==> src/rtl/flip_sequencer.sv <==
// Othello move sequencer: validates the target cell, walks all eight directions
// through the board RAM, writes flanked discs and requests a redraw per changed cell.
module flip_sequencer (
  input  logic       clock,
  input  logic       resetn,
  input  logic       start,
  input  logic [2:0] pos_x,
  input  logic [2:0] pos_y,
  input  logic       side,
  output logic [5:0] rd_addr,
  input  logic [1:0] rd_data,
  output logic       wr_en,
  output logic [5:0] wr_addr,
  output logic [1:0] wr_data,
  output logic       draw_req,
  output logic [2:0] draw_x,
  output logic [2:0] draw_y,
  output logic       draw_side,
  input  logic       draw_done,
  output logic       busy,
  output logic       done,
  output logic       legal,
  output logic [5:0] flip_count
);

  typedef enum logic [3:0] {
    S_IDLE, S_ORIG_RD, S_ORIG_EV, S_STEP, S_WAIT, S_EVAL,
    S_FLIP_WR, S_FLIP_DRAW, S_NEXT_DIR, S_PLACE_WR, S_PLACE_DRAW, S_DONE
  } state_e;

  // Direction 0..7 = N, NE, E, SE, S, SW, W, NW with y growing downward.
  function automatic logic signed [3:0] dir_dx(input logic [2:0] dir);
    case (dir)
      3'd1, 3'd2, 3'd3: dir_dx = 4'sd1;
      3'd5, 3'd6, 3'd7: dir_dx = -4'sd1;
      default:          dir_dx = 4'sd0;
    endcase
  endfunction

  function automatic logic signed [3:0] dir_dy(input logic [2:0] dir);
    case (dir)
      3'd0, 3'd1, 3'd7: dir_dy = -4'sd1;
      3'd3, 3'd4, 3'd5: dir_dy = 4'sd1;
      default:          dir_dy = 4'sd0;
    endcase
  endfunction

  state_e             state_q, state_d;
  logic [2:0]         ox_q, ox_d, oy_q, oy_d;
  logic               side_q, side_d;
  logic [2:0]         dir_q, dir_d;
  logic [2:0]         run_q, run_d;
  logic signed [3:0]  px_q, px_d, py_q, py_d;
  logic [1:0]         cell_q, cell_d;
  logic [5:0]         flip_count_q, flip_count_d;
  logic               legal_q, legal_d;

  logic signed [3:0]  ox_s, oy_s, step_dx, step_dy, next_dx, next_dy;
  logic [2:0]         dir_next;
  logic [1:0]         own_code, opp_code;
  logic               in_board;

  assign ox_s     = {1'b0, ox_q};
  assign oy_s     = {1'b0, oy_q};
  assign step_dx  = dir_dx(dir_q);
  assign step_dy  = dir_dy(dir_q);
  assign dir_next = dir_q + 3'd1;
  assign next_dx  = dir_dx(dir_next);
  assign next_dy  = dir_dy(dir_next);
  assign own_code = side_q ? 2'b10 : 2'b01;
  assign opp_code = side_q ? 2'b01 : 2'b10;
  // Signed 4-bit probe: -1 and 8 both fall outside, so the walk never wraps.
  assign in_board = (px_q >= 4'sd0) && (px_q <= 4'sd7) &&
                    (py_q >= 4'sd0) && (py_q <= 4'sd7);

  // NOTE: sequential state uses non-blocking assignments so every register
  // samples the pre-edge values; blocking here would create order-dependent races.
  always_ff @(posedge clock) begin
    if (!resetn) begin
      state_q      <= S_IDLE;
      ox_q         <= '0;
      oy_q         <= '0;
      side_q       <= 1'b0;
      dir_q        <= '0;
      run_q        <= '0;
      px_q         <= '0;
      py_q         <= '0;
      cell_q       <= '0;
      flip_count_q <= '0;
      legal_q      <= 1'b0;
    end else begin
      state_q      <= state_d;
      ox_q         <= ox_d;
      oy_q         <= oy_d;
      side_q       <= side_d;
      dir_q        <= dir_d;
      run_q        <= run_d;
      px_q         <= px_d;
      py_q         <= py_d;
      cell_q       <= cell_d;
      flip_count_q <= flip_count_d;
      legal_q      <= legal_d;
    end
  end

  // NOTE: every next-state variable takes its hold value first, so no path
  // through the case statement can leave one unassigned and infer a latch.
  always_comb begin
    state_d      = state_q;
    ox_d         = ox_q;
    oy_d         = oy_q;
    side_d       = side_q;
    dir_d        = dir_q;
    run_d        = run_q;
    px_d         = px_q;
    py_d         = py_q;
    cell_d       = cell_q;
    flip_count_d = flip_count_q;
    legal_d      = legal_q;

    case (state_q)
      S_IDLE: begin
        if (start) begin
          ox_d         = pos_x;
          oy_d         = pos_y;
          side_d       = side;
          flip_count_d = '0;
          legal_d      = 1'b0;
          state_d      = S_ORIG_RD;
        end
      end
      S_ORIG_RD: state_d = S_ORIG_EV;
      S_ORIG_EV: begin
        if (rd_data != 2'b00) begin
          state_d = S_DONE;
        end else begin
          dir_d   = '0;
          run_d   = '0;
          px_d    = ox_s + dir_dx(3'd0);
          py_d    = oy_s + dir_dy(3'd0);
          state_d = S_STEP;
        end
      end
      S_STEP: state_d = in_board ? S_WAIT : S_NEXT_DIR;
      S_WAIT: begin
        cell_d  = rd_data;
        state_d = S_EVAL;
      end
      S_EVAL: begin
        if (cell_q == opp_code) begin
          run_d   = run_q + 3'd1;
          px_d    = px_q + step_dx;
          py_d    = py_q + step_dy;
          state_d = S_STEP;
        end else if (cell_q == own_code && run_q != 3'd0) begin
          // Rewind to the first flanked cell and flip outward from the origin.
          px_d    = ox_s + step_dx;
          py_d    = oy_s + step_dy;
          state_d = S_FLIP_WR;
        end else begin
          state_d = S_NEXT_DIR;
        end
      end
      S_FLIP_WR: state_d = S_FLIP_DRAW;
      S_FLIP_DRAW: begin
        if (draw_done) begin
          flip_count_d = flip_count_q + 6'd1;
          run_d        = run_q - 3'd1;
          if (run_q == 3'd1) begin
            state_d = S_NEXT_DIR;
          end else begin
            px_d    = px_q + step_dx;
            py_d    = py_q + step_dy;
            state_d = S_FLIP_WR;
          end
        end
      end
      S_NEXT_DIR: begin
        if (dir_q == 3'd7) begin
          state_d = (flip_count_q == 6'd0) ? S_DONE : S_PLACE_WR;
        end else begin
          dir_d   = dir_next;
          run_d   = '0;
          px_d    = ox_s + next_dx;
          py_d    = oy_s + next_dy;
          state_d = S_STEP;
        end
      end
      S_PLACE_WR: state_d = S_PLACE_DRAW;
      S_PLACE_DRAW: begin
        if (draw_done) begin
          legal_d = 1'b1;
          state_d = S_DONE;
        end
      end
      S_DONE:  state_d = S_IDLE;
      default: state_d = S_IDLE;
    endcase
  end

  // Outputs decode from registered state only; idle values are all zero.
  always_comb begin
    rd_addr   = '0;
    wr_en     = 1'b0;
    wr_addr   = '0;
    wr_data   = '0;
    draw_req  = 1'b0;
    draw_x    = '0;
    draw_y    = '0;
    draw_side = 1'b0;

    case (state_q)
      S_ORIG_RD: rd_addr = {oy_q, ox_q};
      S_STEP: begin
        if (in_board) rd_addr = {py_q[2:0], px_q[2:0]};
      end
      S_FLIP_WR: begin
        wr_en   = 1'b1;
        wr_addr = {py_q[2:0], px_q[2:0]};
        wr_data = own_code;
      end
      S_FLIP_DRAW: begin
        draw_req  = 1'b1;
        draw_x    = px_q[2:0];
        draw_y    = py_q[2:0];
        draw_side = side_q;
      end
      S_PLACE_WR: begin
        wr_en   = 1'b1;
        wr_addr = {oy_q, ox_q};
        wr_data = own_code;
      end
      S_PLACE_DRAW: begin
        draw_req  = 1'b1;
        draw_x    = ox_q;
        draw_y    = oy_q;
        draw_side = side_q;
      end
      default: ;
    endcase
  end

  assign busy       = (state_q != S_IDLE) && (state_q != S_DONE);
  assign done       = (state_q == S_DONE);
  assign legal      = legal_q;
  assign flip_count = flip_count_q;

endmodule
==> config.mk <==
export PLATFORM = sky130hd
export DESIGN_NAME = flip_sequencer
export DESIGN_NICKNAME = d
export VERILOG_FILES = /design/src/rtl/flip_sequencer.sv
export SDC_FILE = /design/constraint.sdc
export NUM_CORES = 1
export LEC_CHECK = 0
export ABC_AREA = 1
export CAP_MARGIN = 15
export CORE_ASPECT_RATIO = 0.7
export CORE_MARGIN = 5
export CORE_UTILIZATION = 30
export DETAILED_ROUTE_END_ITERATION = 10
export PLACE_DENSITY = 0.51
export SLEW_MARGIN = 25
export SYNTH_ARGS = -nofsm -noshare
export SYNTH_HDL_FRONTEND = slang
export SYNTH_SLANG_ARGS = --single-unit
==> constraint.sdc <==
create_clock -name clock -period 2.82 [get_ports clock]
set_input_delay 0.564 -clock clock [delete_from_list [all_inputs] [get_ports clock]]
set_output_delay 0.564 -clock clock [all_outputs]
set_load 0.02 [all_outputs]
==> results.sh <==
export IMPL_run_status="finished, final reports clean"
export IMPL_cts_root_to_sink_buffers=2
export IMPL_report_final_hold_viol_count=0
export IMPL_global_route_overflow_total=0
export IMPL_ys_dominant_reg_cell="sky130_fd_sc_hd__dfxtp_1"
export IMPL_reg2reg_depth=14
export IMPL_via_count_of_the_first_global_routing_pass=2926
export IMPL_wire_per_inst_um=15.3
export IMPL_setup_slack_ns=0.121
export IMPL_antennaDiodeCount=0
export IMPL_synth_compound_gate_area_share=0.159
export IMPL_critPathCaptureType="output port"
export IMPL_core_area_um2=9800
export IMPL_dp_hpwl_mm=7.44
export IMPL_clock_sink_count=34
export IMPL_hold_depth=2
export IMPL_p_leak_nw=1.77
export IMPL_fin_crit_sh=0.957
export IMPL_dieArea_um2=12300
export IMPL_post_cts_hold_buffer_count=0
export IMPL_post_synth_main_area_contributors="sky130_fd_sc_hd__dfxtp_1 (22%), sky130_fd_sc_hd__nand2_1 (14%), sky130_fd_sc_hd__ha_1 (13%)"
export IMPL_die_w_um=130
export IMPL_dominant_combinational_cell_family_by_area_after_synthesis="simple AND/OR/NAND/NOR gates"
export IMPL_dpl_instance_area_um2=3630
export IMPL_grt_first_pass_wirelength_mm=15.6
export IMPL_relative_area_change_from_synthesis_to_final_layout_pct=26.0
export IMPL_setup_violations=0
export IMPL_synthesis_nets=509
export IMPL_gp_congestion=0.906
export IMPL_synth_edff_count=0
export IMPL_instances_no_fill=639
export IMPL_worstPathRequired_ns=2.26
export IMPL_hold_start="legal$_SDFFE_PN0P_"
export IMPL_fin_hold_ws_ns=0.467
export IMPL_drt_iter0_drc=212
export IMPL_maxCapViolCount=0
export IMPL_global_routing_usage_summed_across_all_routing_layers=0.162
export IMPL_relSlewSlack=0.583
export IMPL_cts_tree="done"
export IMPL_synth_area_per_cell_um2=6.63
export IMPL_setup_reg_to_reg_worst_slack_ns=0.24
export IMPL_cp_data_arrival_time_ns=2.13
export IMPL_layout_filler_cells=1032
export IMPL_synth_common_cells="sky130_fd_sc_hd__nand2_1 (115), sky130_fd_sc_hd__inv_1 (59), sky130_fd_sc_hd__nor2_1 (39)"
export IMPL_syn_cell_area_um2=3040
export IMPL_grt_max_degree=18
export IMPL_design_area_um2=3830
export IMPL_clock_skew_final_ns=0.00472
export IMPL_yosys_warnings=0
export IMPL_post_synth_and_or_nand_nor_area_fraction=0.336
export IMPL_path_type_of_the_worst_setup_path="flip-flop to output port"
export IMPL_clock_latency_ns=0.28
export IMPL_grt_setup_unrepaired="no"
export IMPL_clock_pin_transition_on_the_worst_setup_and_hold_timing_paths_ns=0.05
export IMPL_worst_r2r_endpoint="py_q[3]$_SDFFE_PN0P_"
export IMPL_detail_route_drc_violations=0
export IMPL_worst_hold_path_endpoint="legal$_SDFFE_PN0P_"
export IMPL_post_layout_total_power_mw=1.60
export IMPL_yosysTopAreaCell="sky130_fd_sc_hd__dfxtp_1"
export IMPL_clockRootBuffer="sky130_fd_sc_hd__clkbuf_16"
export IMPL_yosys_cell_count_top_type="sky130_fd_sc_hd__nand2_1"
export IMPL_pre_cts_ws_ns=0.192
export IMPL_dpl_cell_count=628
export IMPL_cts_buffer_count=5
export IMPL_antenna_found_initial=0
export IMPL_firstDrtPassIters=5
export IMPL_synth_cell_types=35
export IMPL_final_setup_tns_ns=0
export IMPL_route_detailed_vias_per_inst=4.95
export IMPL_achievable_frequency_mhz=371
export IMPL_min_period_ns=2.70
export IMPL_power_density_over_the_cells_nw_per_um2=416
export IMPL_postSynthCellCount=459
export IMPL_hp_class="flip-flop to flip-flop"
export IMPL_drv_slew=0
export IMPL_htree_levels=2
export IMPL_synth_area_mux_share=0
export IMPL_util_after_layout=0.391
export IMPL_ys_seq_elements=34
export IMPL_boundaryPins=45
export IMPL_synth_async_reset_ratio=0
export IMPL_wirelength_mm=9.80
export IMPL_detail_route_antenna_nets=0
export IMPL_routed_via_count=3162
export IMPL_start_util=0.311
export IMPL_synth_adder_area_share=0.167
export IMPL_yosysSeqAreaShare=0.224
export IMPL_nets=560
export IMPL_synth_largest_type_area_fraction=0.224
export IMPL_startpoint_type="flip-flop"
export IMPL_final_layout_size_suffix_gt1_frac=0.110
export IMPL_count_of_input_and_output_buffers=44
export IMPL_die_height_um=94.3
export IMPL_tightestPinTransition_ns=0.624
export IMPL_cp_max_fo=7
export IMPL_regToRegStartpoint="dir_q[0]$_SDFFE_PN0P_"
export IMPL_synthXorXnorAreaFrac=0.0201
export IMPL_total_number_of_placement_rows=30
export IMPL_peakVddDrop_uv=224
## cells in the final DEF (no fill, tap or decap), types with 6 or more instances in the layout
master	n
sky130_fd_sc_hd__inv_1	58
sky130_fd_sc_hd__fa_1	6
sky130_fd_sc_hd__nor3_1	8
sky130_fd_sc_hd__nand2_2	8
sky130_fd_sc_hd__nor2_2	6
sky130_fd_sc_hd__dfxtp_1	32
sky130_fd_sc_hd__nand3_1	26
sky130_fd_sc_hd__ha_1	31
sky130_fd_sc_hd__o21ai_0	24
sky130_fd_sc_hd__a21oi_1	34
sky130_fd_sc_hd__nor2_1	37
sky130_fd_sc_hd__nand2_4	6
sky130_fd_sc_hd__o22ai_1	19
sky130_fd_sc_hd__nand2_1	114
sky130_fd_sc_hd__inv_2	9
sky130_fd_sc_hd__clkdlybuf4s50_1	39
## sequential cells by signal (all words and copies together) (netlist names)
register and count:
flip_count 6, px_q 4, py_q 4, state_q 4, dir_q 3, ox_q 3, oy_q 3, run_q 3
cell_q 2, legal 1, side_q 1
## worst max-delay path, cell delays in order, from the launching register on
cell and delay (ns):
sky130_fd_sc_hd__dfxtp_1 0.43, sky130_fd_sc_hd__nand2_4 0.11, sky130_fd_sc_hd__nor2_4 0.21, sky130_fd_sc_hd__clkinvlp_4 0.13
sky130_fd_sc_hd__buf_4 0.18, sky130_fd_sc_hd__o22ai_1 0.16, sky130_fd_sc_hd__clkdlybuf4s50_1 0.62
## where the power goes
part           switching [mW]  internal, mW  total, mW
registers              0.0479         0.517      0.565
logic                   0.296         0.176      0.472
clock network           0.209         0.350      0.559
total                   0.552          1.04       1.60
## layout make-up
class	instances	area, um^2	area share
Clock buffer	7	143	0.0372
Clock inverter	1	5.00	0.00131
Inverter	68	259	0.0675
Multi-Input combinational cell	352	2090	0.546
Sequential cell	34	683	0.178
Tap cell	128	160	0.0418
Timing Repair Buffer	49	490	0.128
## how the worst max path moves through the flow
| stage | to | cells after the start | from | slack (ns) |
|---|---|---|---|---|
| 2_1_floorplan | py_q[2]$_SDFFE_PN0P_ | 13 | dir_q[1]$_SDFFE_PN0P_ | 0.39 |
| 3_3_place_gp | py_q[3]$_SDFFE_PN0P_ | 14 | dir_q[1]$_SDFFE_PN0P_ | 0.16 |
| 3_5_place_dp | py_q[3]$_SDFFE_PN0P_ | 14 | dir_q[1]$_SDFFE_PN0P_ | 0.19 |
| 5_1_grt | rd_addr[0] | 4 | state_q[2]$_SDFFE_PN0P_ | 0.003 |
| 6_report | draw_y[0] | 6 | state_q[2]$_SDFFE_PN0P_ | 0.12 |
| 4_1_cts | draw_x[1] | 5 | state_q[0]$_SDFFE_PN0P_ | 0.03 |
## routing by layer
metal / global-route usage / vias to the layer above / routed length [um]
li1: - / 1600 / -
met4: 0.0325 / 0 / 98
met2: 0.233 / 110 / 3990
met1: 0.246 / 1443 / 4920
met5: 0 / - / 0
met3: 0.0307 / 9 / 796
## repair_timing
action	in CTS	in global routing
setup endpoints to repair	0	22
resized for setup	0	14
setup buffers	0	3
## cells by family (layout without fill, tap and decap cells)
family	after synthesis	after routing
and+or+nand+nor	221	221
AOI/OAI and AO/OA	87	87
buffers and inverters	73	125
adders and majority gates	37	37
DFF	34	34
xor gates and xnor gates	7	7
Note: power is estimated with default switching activity, not from simulation.
